### config.mk
export PLATFORM = sky130hd
export DESIGN_NAME = dvs_event_packetizer
export DESIGN_NICKNAME = d
export VERILOG_FILES = /design/src/rtl/dvs_event_packetizer.sv
export SDC_FILE = /design/constraint.sdc
export NUM_CORES = 1
export LEC_CHECK = 0
export CAP_MARGIN = 5
export CORE_ASPECT_RATIO = 2
export CORE_MARGIN = 3
export CORE_UTILIZATION = 45
export DETAILED_ROUTE_END_ITERATION = 6
export GPL_TIMING_DRIVEN = 1
export PLACE_DENSITY_LB_ADDON = 0.1
export SYNTH_ARGS = -nofsm -noshare
export SYNTH_HDL_FRONTEND = slang
export SYNTH_SLANG_ARGS = --single-unit
### constraint.sdc
create_clock -name clk -period 3.91 [get_ports clk]
set_clock_uncertainty 0.05 [all_clocks]
set_input_delay 0.782 -clock clk [delete_from_list [all_inputs] [get_ports clk]]
set_output_delay 0.782 -clock clk [all_outputs]
set_load 0.1 [all_outputs]
### src/rtl/dvs_event_packetizer.sv
// DVS event packetizer: pops {x, y, pol, ts} events and emits delta-time RAVENS
// packets, preceded by TS_HI/TS_LO sync words when the delta cannot be encoded.
module dvs_event_packetizer #(
   parameter int X_BITS   = 9,
   parameter int Y_BITS   = 9,
   parameter int TS_BITS  = 45,
   parameter int PKT_BITS = 32,
   parameter int DT_BITS  = 12,
   localparam int EVENT_BITS = X_BITS + Y_BITS + 1 + TS_BITS
) (
   input  logic                  clk,
   input  logic                  rst,
   input  logic [EVENT_BITS-1:0] event_in,
   input  logic                  event_valid,
   output logic                  event_ready,
   input  logic                  resync_req,
   output logic [PKT_BITS-1:0]   pkt_out,
   output logic                  pkt_valid,
   input  logic                  pkt_ready,
   output logic                  sync_pending
);

   localparam int LO_BITS = 22;
   localparam int HI_BITS = TS_BITS - LO_BITS;

   localparam logic [1:0] ST_IDLE     = 2'd0;
   localparam logic [1:0] ST_SEND_HI  = 2'd1;
   localparam logic [1:0] ST_SEND_LO  = 2'd2;
   localparam logic [1:0] ST_SEND_EVT = 2'd3;

   function automatic logic [PKT_BITS-1:0] fmt_ts_hi(input logic [TS_BITS-1:0] ts);
      return {2'b10, {(PKT_BITS-2-HI_BITS){1'b0}}, ts[TS_BITS-1:LO_BITS]};
   endfunction

   function automatic logic [PKT_BITS-1:0] fmt_ts_lo(input logic [TS_BITS-1:0] ts);
      return {2'b11, {(PKT_BITS-2-LO_BITS){1'b0}}, ts[LO_BITS-1:0]};
   endfunction

   function automatic logic [PKT_BITS-1:0] fmt_event(input logic              pol,
                                                     input logic [Y_BITS-1:0]  y,
                                                     input logic [X_BITS-1:0]  x,
                                                     input logic [DT_BITS-1:0] dt);
      return {1'b0, pol, y, x, dt};
   endfunction

   logic [1:0]          state_r;
   logic [PKT_BITS-1:0] pkt_out_r;
   logic                pkt_valid_r;
   logic [PKT_BITS-1:0] lo_word_r;
   logic [PKT_BITS-1:0] evt_word_r;
   logic [TS_BITS-1:0]  last_ts_r;
   logic                sync_pending_r;
   logic                resync_hold_r;

   logic [X_BITS-1:0]   ev_x_s;
   logic [Y_BITS-1:0]   ev_y_s;
   logic                ev_pol_s;
   logic [TS_BITS-1:0]  ev_ts_s;
   logic [TS_BITS-1:0]  delta_s;
   logic                sync_needed_s;
   logic [DT_BITS-1:0]  dt_s;
   logic                lo_exit_s;
   logic                in_sync_s;

   // Field split, delta computation and sync decision for the event at the FIFO head
   always_comb begin
      ev_x_s        = event_in[EVENT_BITS-1 -: X_BITS];
      ev_y_s        = event_in[TS_BITS+1 +: Y_BITS];
      ev_pol_s      = event_in[TS_BITS];
      ev_ts_s       = event_in[TS_BITS-1:0];
      delta_s       = ev_ts_s - last_ts_r;
      sync_needed_s = sync_pending_r | resync_req | (ev_ts_s < last_ts_r) |
                      (delta_s[TS_BITS-1:DT_BITS] != {(TS_BITS-DT_BITS){1'b0}});
      if (sync_needed_s) begin
         dt_s = {DT_BITS{1'b0}};
      end else begin
         dt_s = delta_s[DT_BITS-1:0];
      end
      lo_exit_s = (state_r == ST_SEND_LO) & pkt_ready;
      in_sync_s = (state_r == ST_SEND_HI) | (state_r == ST_SEND_LO);
   end

   // Packet sequencing FSM with registered packet output
   always_ff @(posedge clk or posedge rst) begin
      if (rst) begin
         state_r     <= ST_IDLE;
         pkt_out_r   <= {PKT_BITS{1'b0}};
         pkt_valid_r <= 1'b0;
         lo_word_r   <= {PKT_BITS{1'b0}};
         evt_word_r  <= {PKT_BITS{1'b0}};
         last_ts_r   <= {TS_BITS{1'b0}};
      end else begin
         case (state_r)
            ST_IDLE: begin
               if (event_valid) begin
                  last_ts_r   <= ev_ts_s;
                  lo_word_r   <= fmt_ts_lo(ev_ts_s);
                  evt_word_r  <= fmt_event(ev_pol_s, ev_y_s, ev_x_s, dt_s);
                  pkt_valid_r <= 1'b1;
                  if (sync_needed_s) begin
                     pkt_out_r <= fmt_ts_hi(ev_ts_s);
                     state_r   <= ST_SEND_HI;
                  end else begin
                     pkt_out_r <= fmt_event(ev_pol_s, ev_y_s, ev_x_s, dt_s);
                     state_r   <= ST_SEND_EVT;
                  end
               end
            end
            ST_SEND_HI: begin
               if (pkt_ready) begin
                  pkt_out_r <= lo_word_r;
                  state_r   <= ST_SEND_LO;
               end
            end
            ST_SEND_LO: begin
               if (pkt_ready) begin
                  pkt_out_r <= evt_word_r;
                  state_r   <= ST_SEND_EVT;
               end
            end
            ST_SEND_EVT: begin
               if (pkt_ready) begin
                  pkt_valid_r <= 1'b0;
                  state_r     <= ST_IDLE;
               end
            end
            default: begin
               pkt_valid_r <= 1'b0;
               state_r     <= ST_IDLE;
            end
         endcase
      end
   end

   // Sync tracking; a resync seen while sync words are in flight survives their completion
   always_ff @(posedge clk or posedge rst) begin
      if (rst) begin
         sync_pending_r <= 1'b1;
         resync_hold_r  <= 1'b0;
      end else if (lo_exit_s) begin
         sync_pending_r <= resync_hold_r | resync_req;
         resync_hold_r  <= 1'b0;
      end else if (resync_req) begin
         sync_pending_r <= 1'b1;
         resync_hold_r  <= resync_hold_r | in_sync_s;
      end else begin
         sync_pending_r <= sync_pending_r;
         resync_hold_r  <= resync_hold_r;
      end
   end

   assign event_ready  = (state_r == ST_IDLE);
   assign pkt_out      = pkt_out_r;
   assign pkt_valid    = pkt_valid_r;
   assign sync_pending = sync_pending_r;

endmodule

==> flow_summary.ini <==
[floorplan]
io_pins = 104
coreArea_um2 = 18500
chipHeight_um = 201
die-area_um2 = 20800
placementRows = 70
die_w_um = 104
floorplan.initialDensity_pct = 46.4

[global_routing]
grt_start_max_net_pins = 64
overflow = 0
grt_usage_pct = 31.5
grt_pass1_wl_um = 51400
antenna_found_initial = 0
grt_pass1_vias = 9428

[sta]
max_freq_ghz = 0.256
finalCritPeriodShare_pct = 99.9
hold_viol = 0
hold_ws_ps = 433
tightest_slew_ps = 1070
relSlewSlack_pct = 28.8
setup_viol = 0
drv_slew = 0
fin_crit_ps = 3910

[routing]
ant_nets = 0
avgViaCountPerCell = 5.95
routed_wl_um = 33800
via_count = 9174
drc_errors = 0
wire_per_inst_um = 21.9
firstDrtPassIters = 5
dr.first_iter.drc_count = 515

[synthesis]
syn-cell-area_um2 = 8570
yosys-top-cells-area = dfrtp_1 33%, mux2_2 8.3%, ha_1 7.2%
synth-edff-count = 0
ys_ff_latch = 114
ys.flop_type = dfrtp_1
ys_warn_count = 0
synth_fp_nets = 1085
yosysTopAreaCell = dfrtp_1
synthCells = 966
async_flop_share_pct = 100
synth_top_area_share_pct = 33.0
synth_seq_area_share_pct = 33.3
ys_types = 85
syn_avg_cell_area_um2 = 8.87

[finish]
num_antenna_cells = 0
nNetsFinal = 1397
final_common_cell = buf_4
final_cell_mix = 229 x buf_4, 113 x dfrtp_1, 75 x a21oi_1
area_growth_pct = 55.0
drive_gt1_share_pct = 40.0

[pwr]
p_leak_nw = 5.81
power_density_nw_per_um2 = 1030
finalPower_w = 0.0137
max-vdd-ir-drop_mv = 0.459

[critical_path]
slowest_delay_ps = 550
crit_fanout = 6
critPathBufInv = 4
r2r-start = last_ts_r[3]$_DFFE_PP0P_
cp.arrival_ps = 4180
crit_start = event_in[35]
worstRegToRegCells = 16
regToRegSetupSlack_ps = 70
start_kind = input port
crit_type = input port to flip-flop
cp_slowest_cell = or4_4
required_ps = 4190
critical_path_depth = 14
cp-end-kind = flip-flop
critPathCapture = evt_word_r[6]$_DFFE_PP0P_
cpMostUsedCell = a21o_1
cp_cell_sequence = clkdlybuf4s50_1 > ha_4 > a21o_1 > a21o_1 > a21oi_1 > buf_4 > nor2_1 > or4_4 > nor4b_4 > o2111a_2 > buf_12 > buf_16 > nand4_1 > o21ai_0
cp_top_family = compound AO/OA/AOI/OAI gates
r2r-end = evt_word_r[6]$_DFFE_PP0P_

[clocking]
cts_buffers = 17
path_clk_slew_ps = 60
cts_root_buf = clkbuf_16
cts_tree = done
clock_sinks = 114
cts_hold_buffers = 0
cts.path.max_buffers = 2
cts-htree-levels = 4
clk-insertion-delay-late_ps = 430

[placed_design]
portBuffers = 103
gp_congestion = 0.958
dpl.hpwl_um = 24900

[hold_path]
hold-path-cell-count = 2
hold_class = flip-flop to flip-flop

[status]
status = complete, no violations

[run]
maxCapViolations = 0
-- final cells by class --
cell class / count / area [um^2]
repair buffers: 357 / 3180
well taps: 252 / 315
clock inverters: 12 / 133
inverters: 57 / 216
multi-input cells: 731 / 6120
fillers: 1446 / 5200
clock buffers: 20 / 457
flip-flops and latches: 114 / 2850
-- Yosys cell counts, types with 17 or more instances --
cell,instances
o21ai_0,47
inv_1,57
a21oi_1,96
nor2_1,64
nand3_1,22
mux2_2,63
nand2_1,76
clkbuf_1,39
ha_1,49
dfrtp_1,113
buf_2,20
nor3_1,17
nand4_1,39
-- registers in the layout (all words and copies together), names as in the netlist --
register	count
last_ts_r	45
pkt_out	32
evt_word_r	31
state_r	2
lo_word_r	1
pkt_valid	1
resync_hold_r	1
sync_pending	1
-- worst reg2reg max path, delay by kind of cell, from the launching register on --
family | cells | cell delay (ps)
AND/OR/NAND/NOR | 5 | 1280
adder cells (fa/ha/maj) | 1 | 220
buffers and inverters | 5 | 710
AO/OA/AOI/OAI | 5 | 1110
flip-flops | 1 | 390
-- worst min path at each step --
stage / start / end / slack, ps
global placement: evt_word_r[2]$_DFFE_PP0P_ / evt_word_r[2]$_DFFE_PP0P_ / 410
floorplan: evt_word_r[11]$_DFFE_PP0P_ / evt_word_r[11]$_DFFE_PP0P_ / 400
detailed placement: evt_word_r[2]$_DFFE_PP0P_ / evt_word_r[2]$_DFFE_PP0P_ / 420
finish: evt_word_r[5]$_DFFE_PP0P_ / evt_word_r[5]$_DFFE_PP0P_ / 430
CTS: evt_word_r[2]$_DFFE_PP0P_ / evt_word_r[2]$_DFFE_PP0P_ / 430
global route: evt_word_r[5]$_DFFE_PP0P_ / evt_word_r[5]$_DFFE_PP0P_ / 450
-- stage by stage --
step           setup TNS, ps  cell area [um^2]  utilization, %  setup slack (ps)  instances
2_1_floorplan              0              8570               -              49.5        966
3_3_place_gp          -35450             11400            61.6              -852       1481
3_5_place_dp          -37710             11400            61.6              -940       1481
4_1_cts                -3.43             12800            69.4             -3.43       1530
5_1_grt                 -189             13300            71.8              -106       1543
6_report                   0             13300            71.8              3.12       1543
-- report_power, final --
part | total, W | internal [W] | switching [W] | leakage, nW
sequential | 0.00209 | 0.00173 | 0.000352 | 1.38
combinational | 0.0100 | 0.00425 | 0.00577 | 4.15
clock | 0.00157 | 0.000971 | 0.000603 | 0.282
-- metal layers --
layer  global-route usage (%)  vias up  wire length, um
li1                         -     4233                -
met1                     32.3     4466            11600
met2                     60.4      344            18700
met3                     3.95      131             1300
met4                     18.2        0             2220
met5                        0        -                0
-- logic make-up after synthesis --
family,after synthesis,synth area share [%]
AO/OA/AOI/OAI,314,26.1
XOR/XNOR,18,1.84
adder cells (fa/ha/maj),50,7.39
buffers and inverters,121,5.99
flip-flops,114,33.3
multiplexers,67,8.75
AND/OR/NAND/NOR,282,16.6
-- what timing repair did --
action,4_1_cts,5_1_grt
pin swaps,48,64
setup endpoints to repair,45,45
cloned,4,2
resized for setup,128,104
setup buffers,13,15
No activity file was read; power rests on OpenSTA's default activity.
